File: config.mk
export PLATFORM = sky130hd
export DESIGN_NAME = bist_misr_compactor
export DESIGN_NICKNAME = d
export VERILOG_FILES = /design/src/rtl/bist_pkg.sv /design/src/rtl/misr_core.sv /design/src/rtl/bist_misr_compactor.sv
export SDC_FILE = /design/constraint.sdc
export NUM_CORES = 1
export LEC_CHECK = 0
export BUFFER_PORTS_ARGS = -buffer_cell sky130_fd_sc_hd__buf_2
export CAP_MARGIN = 15
export CORE_MARGIN = 1
export CORE_UTILIZATION = 50
export DETAILED_ROUTE_END_ITERATION = 8
export GPL_TIMING_DRIVEN = 0
export PLACE_DENSITY = 0.83
export SYNTH_ARGS = -nofsm -noshare
export SYNTH_HDL_FRONTEND = slang
export SYNTH_SLANG_ARGS = --single-unit
File: constraint.sdc
create_clock -name CK -period 9.3 [get_ports CK]
set_clock_uncertainty 0.05 [all_clocks]
set_input_delay 1.395 -clock CK [delete_from_list [all_inputs] [get_ports CK]]
set_output_delay 1.395 -clock CK [all_outputs]
set_load 0.01 [all_outputs]
File: src/rtl/bist_pkg.sv
// Shared definitions for the BIST response compactor: FSM states and the
// default MISR configuration used for the s298 core.
package bist_pkg;

  typedef enum logic [1:0] {
    ST_IDLE,
    ST_WARMUP,
    ST_COMPACT,
    ST_DONE
  } state_e;

  // x^16 + x^12 + x^5 + 1, bit i set means tap i
  localparam logic [15:0] DEF_POLY = 16'h1021;
  localparam logic [15:0] DEF_SEED = 16'h0000;

  // s298 primary outputs {G133,G132,G118,G117,G67,G66}
  localparam int S298_RESP_W = 6;

endpackage

File: src/rtl/misr_core.sv
// Parameterised multiple-input signature register. Reusable for any core
// whose response width does not exceed the signature width.
module misr_core #(
  parameter int               SIG_W = 16,
  parameter int               IN_W  = 6,
  parameter logic [SIG_W-1:0] POLY  = 16'h1021,
  parameter logic [SIG_W-1:0] SEED  = '0
) (
  input  logic             clk,
  input  logic             rst_n,
  input  logic             load_seed,
  input  logic             shift_en,
  input  logic [IN_W-1:0]  din,
  output logic [SIG_W-1:0] sig
);

  logic [SIG_W-1:0] sig_q, sig_d;

  // Next signature: reload seed, fold in one response word, or hold.
  always_comb begin
    // NOTE: every always_comb output gets a default first so no path leaves it unassigned, which would infer a latch.
    sig_d = sig_q;
    if (load_seed) begin
      sig_d = SEED;
    end else if (shift_en) begin
      sig_d = {sig_q[SIG_W-2:0], 1'b0}
            ^ (sig_q[SIG_W-1] ? POLY : '0)
            ^ SIG_W'(din);
    end
  end

  // Signature register; reset puts it straight back to the seed.
  always_ff @(posedge clk or negedge rst_n) begin
    // NOTE: sequential state uses non-blocking assignments so every flop samples pre-edge values.
    if (!rst_n) sig_q <= SEED;
    else        sig_q <= sig_d;
  end

  assign sig = sig_q;

endmodule

File: src/rtl/bist_misr_compactor.sv
// Response compactor for the s298 BIST chain: after a start request it
// skips a warm-up window (the core flops have no reset), folds n_cycles
// response words into a MISR and reports the golden comparison.
module bist_misr_compactor
  import bist_pkg::*;
#(
  parameter int               SIG_W  = 16,
  parameter int               RESP_W = S298_RESP_W,
  parameter logic [SIG_W-1:0] POLY   = SIG_W'(DEF_POLY),
  parameter logic [SIG_W-1:0] SEED   = SIG_W'(DEF_SEED),
  parameter int               WARMUP = 14,
  parameter int               CNT_W  = 16
) (
  input  logic              CK,
  input  logic              RSTn,
  input  logic              start,
  input  logic [CNT_W-1:0]  n_cycles,
  input  logic [SIG_W-1:0]  golden,
  input  logic [RESP_W-1:0] resp,
  output logic              busy,
  output logic              done,
  output logic              pass,
  output logic [SIG_W-1:0]  signature
);

  // Counter value on the last warm-up edge; unused when WARMUP is 0.
  localparam logic [CNT_W-1:0] WARM_LAST = CNT_W'((WARMUP > 0) ? WARMUP - 1 : 0);

  state_e           state_q, state_d;
  logic [CNT_W-1:0] cnt_q, cnt_d;
  logic [CNT_W-1:0] ncyc_q, ncyc_d;
  logic [SIG_W-1:0] golden_q, golden_d;
  logic             busy_q, busy_d;
  logic             done_q, done_d;
  logic             pass_q, pass_d;
  logic             accept;
  logic             shift_en;
  logic [SIG_W-1:0] sig;

  // A new run is only taken when no run is in progress.
  assign accept = start && ((state_q == ST_IDLE) || (state_q == ST_DONE));

  // State, counter and captured run parameters.
  always_ff @(posedge CK or negedge RSTn) begin
    if (!RSTn) begin
      state_q  <= ST_IDLE;
      cnt_q    <= '0;
      ncyc_q   <= '0;
      golden_q <= '0;
      busy_q   <= 1'b0;
      done_q   <= 1'b0;
      pass_q   <= 1'b0;
    end else begin
      state_q  <= state_d;
      cnt_q    <= cnt_d;
      ncyc_q   <= ncyc_d;
      golden_q <= golden_d;
      busy_q   <= busy_d;
      done_q   <= done_d;
      pass_q   <= pass_d;
    end
  end

  // Next-state logic: warm-up counts WARMUP edges, compaction counts n samples.
  always_comb begin
    state_d  = state_q;
    cnt_d    = cnt_q;
    ncyc_d   = ncyc_q;
    golden_d = golden_q;
    case (state_q)
      ST_IDLE, ST_DONE: begin
        if (accept) begin
          ncyc_d   = n_cycles;
          golden_d = golden;
          cnt_d    = '0;
          if (WARMUP > 0)         state_d = ST_WARMUP;
          else if (n_cycles != 0) state_d = ST_COMPACT;
          else                    state_d = ST_DONE;
        end
      end
      ST_WARMUP: begin
        if (cnt_q == WARM_LAST) begin
          cnt_d   = '0;
          state_d = (ncyc_q != 0) ? ST_COMPACT : ST_DONE;
        end else begin
          cnt_d = cnt_q + 1'b1;
        end
      end
      ST_COMPACT: begin
        if (cnt_q == ncyc_q - 1'b1) begin
          cnt_d   = '0;
          state_d = ST_DONE;
        end else begin
          cnt_d = cnt_q + 1'b1;
        end
      end
    endcase
  end

  // Output logic: busy follows the next state, done/pass are resolved one
  // edge after entering DONE so the final signature has settled.
  always_comb begin
    shift_en = (state_q == ST_COMPACT);
    busy_d   = (state_d == ST_WARMUP) || (state_d == ST_COMPACT);
    done_d   = !accept && (state_q == ST_DONE);
    pass_d   = pass_q;
    if (accept)                                pass_d = 1'b0;
    else if ((state_q == ST_DONE) && !done_q)  pass_d = (sig == golden_q);
  end

  misr_core #(
    .SIG_W (SIG_W),
    .IN_W  (RESP_W),
    .POLY  (POLY),
    .SEED  (SEED)
  ) u_misr (
    .clk       (CK),
    .rst_n     (RSTn),
    .load_seed (accept),
    .shift_en  (shift_en),
    .din       (resp),
    .sig       (sig)
  );

  assign busy      = busy_q;
  assign done      = done_q;
  assign pass      = pass_q;
  assign signature = sig;

endmodule

==> metrics.cfg <==
[status]
status=finished, final reports clean

[power]
peakVddDrop_uv=76.9
p_leak_nw=1.89
powerDensity_mw_per_mm2=128

[cells_and_area]
multi_input_area_mm2=0.00196
nFillCells=634
final_common_cell=dfrtp_1
drive_gt1_share_pct=27.5
final_util_pct=60.7
register_area_mm2=0.00173
final_cell_mix=69 x dfrtp_1, 59 x buf_2, 30 x mux2_2
syn_to_final_growth_pct=16.3
nets=478
antennaDiodeCount=0

[routing]
wl_per_cell_um=16.0
drc=0
routed_via_density=5.64
ant_nets=0
vias=3015
first_pass_iters=4
drt_iter0_drc=138
wl_um=8580

[logic_synthesis]
synth_cell_types=56
yosys-top-cells-area=dfrtp_1 45%, mux2_2 8.9%, xor2_1 5.7%
synth-async-reset-ratio_pct=100
synth_edf_count=0
synth_top_area_share_pct=45.3
yosys.area.top_type=dfrtp_1
syn_avg_cell_area_um2=10.6
syn_area_mm2=0.00381
synth_cells=361
synth_warnings=0
syn_nets=408
ys_seq_area_share_pct=45.3
ys.flop_type=dfrtp_1
ys_ff_latch=69

[clock_network]
ctsResizeCount=0
cts-buffers-inserted=9
cts_setup_buffers=0
postCtsHoldBufs=0
root_buffer=clkbuf_8
clk_latency_ps=350
cts_tree=yes
htreeDepth=3
clock-sinks=69
clk_path_buf_depth=2
clk_pin_slew_worst_paths_ps=80

[setup_path]
cp-start-kind=flop
slowest_delay_ps=560
worstSetupEndpointType=flop
path_delay_family=simple AND/OR/NAND/NOR gates
cp_cell_sequence=inv_1 > ha_1 > nor3b_1 > nand4_1 > xnor2_1 > or4_1 > or4_4 > nand3_2 > buf_4 > o22a_1 > mux2i_1
cp_data_required_time_ps=9480
critical_path.max_fanout=10
crit_slowest_cell=or4_4
crit_arrival_ps=3680
worstSetupPathType=reg -> reg
cp.buffers_inverters=2

[timing]
finalCriticalPeriod_ps=3500
setup_ws_ps=5800
setup_viol=0
whs_ps=477
maxSlewViolCount=0
tightestPinTransition_ps=870
slew-limit-headroom_pct=42.0
rsz0062_at_grt=no
setup_tns_ps=0
final_hold_viol_count=0
fin_crit_sh_pct=37.7
timing.fmax_mhz=285

[min_path]
min_path_type=reg -> reg

[global_route]
grt_pass1_vias=3096
grt_first_pass_wirelength_um=14400
grt_overflow=0
grt_use_total_pct=24.0
grt_antenna_before_repair=0
grt_max_degree=70

[floorplan]
rows=31
io_pins=60
design.core.area_mm2=0.00729
die_h_um=89.3
start_util_pct=52.2
die_area_mm2=0.00797
fp.dieW_um=89.3

[placement]
place_hpwl_um=6290
gp_congestion=1.06
io_buffers=59
dp_slack_ps=5830

[job]
cap_violations=0

==> worst paths after layout <==
path | start | to | slack (ps) | cells past startpoint
worst max register to register | ncyc_q[0] | cnt_q[9] | 5800 | 11
worst min-delay path | pass | pass | 480 | 2
max in group asynchronous | RSTn | cnt_q[8] | 7520 | 1
worst min register to register | pass | pass | 480 | 2
worst max-delay path | ncyc_q[0] | cnt_q[9] | 5800 | 11
min in group asynchronous | RSTn | cnt_q[2] | 1110 | 1
==> synthesized netlist by cell type, drive strengths merged, types with 2 or more instances <==
library cell and number:
clkbuf 12, nand2 20, o22a 2, mux2 30
a21o 2, or4 2, mux2i 12, nand3 12
or3 7, nor2b 3, nor4 10, dfrtp 69
inv 13, ha 6, nand4 4, o21ai 16
buf 3, nor3 6, a22oi 2, and3 4
and4 2, nor2 28, a211oi 7, nand2b 4
xor2 25, xnor2 24, a21oi 12, nand3b 3
o22ai 2, nor3b 3, nand4b 2
==> metal layers <==
metal	vias up	track usage, %	part of all wire, %
met5	-	0	0
met4	0	13.4	2.7
met3	23	3.79	3.8
met2	78	40.9	50
met1	1494	29.1	43
li1	1420	-	-
==> report_power, final <==
part	leakage, nW	internal (W)	switching [W]	total (W)
clock network	0.0935	0.000126	0.000123	0.000250
logic	0.994	0.00000707	0.00000924	0.0000163
registers	0.798	0.000300	0	0.000300
total	1.89	0.000433	0.000133	0.000566
==> sequential cells by signal (all words and copies together) (netlist names) <==
register,flops
ncyc_q,16
golden_q,16
done,1
u_misr.sig,16
cnt_q,16
state_q,2
pass,1
busy,1
==> per-stage QoR <==
stage,cell area [um2],power (W),cells
floorplan,3810,0.000307,361
global placement,4230,0.000322,519
detailed placement,4230,0.000322,519
CTS,4430,0.000571,535
global route,4430,0.000583,535
finish,4430,0.000566,535
==> worst min-delay path, cell delays in order, from the launching register on <==
cell and delay (ps):
dfrtp_1 360, a21oi_1 60, nor2_1 70
==> final cells by class <==
cell class | instances | area share [%]
inverters | 13 | 1.10
clock inverters | 6 | 1.61
repair buffers | 59 | 6.72
plain buffers | 15 | 1.55
multi-input cells | 264 | 44.4
flip-flops and latches | 69 | 39.0
clock buffers | 10 | 2.88
well taps | 99 | 2.80
==> kinds of logic after synthesis <==
group | after synthesis | share of synthesized area, %
adders and majority gates | 6 | 1.97
xor gates and xnor gates | 49 | 11.3
AOI/OAI and AO/OA | 53 | 9.43
buffers and inverters | 28 | 3.09
muxes | 42 | 12.0
DFF | 69 | 45.3
and+or+nand+nor | 114 | 16.9
Power figures use the tool's default switching activity.
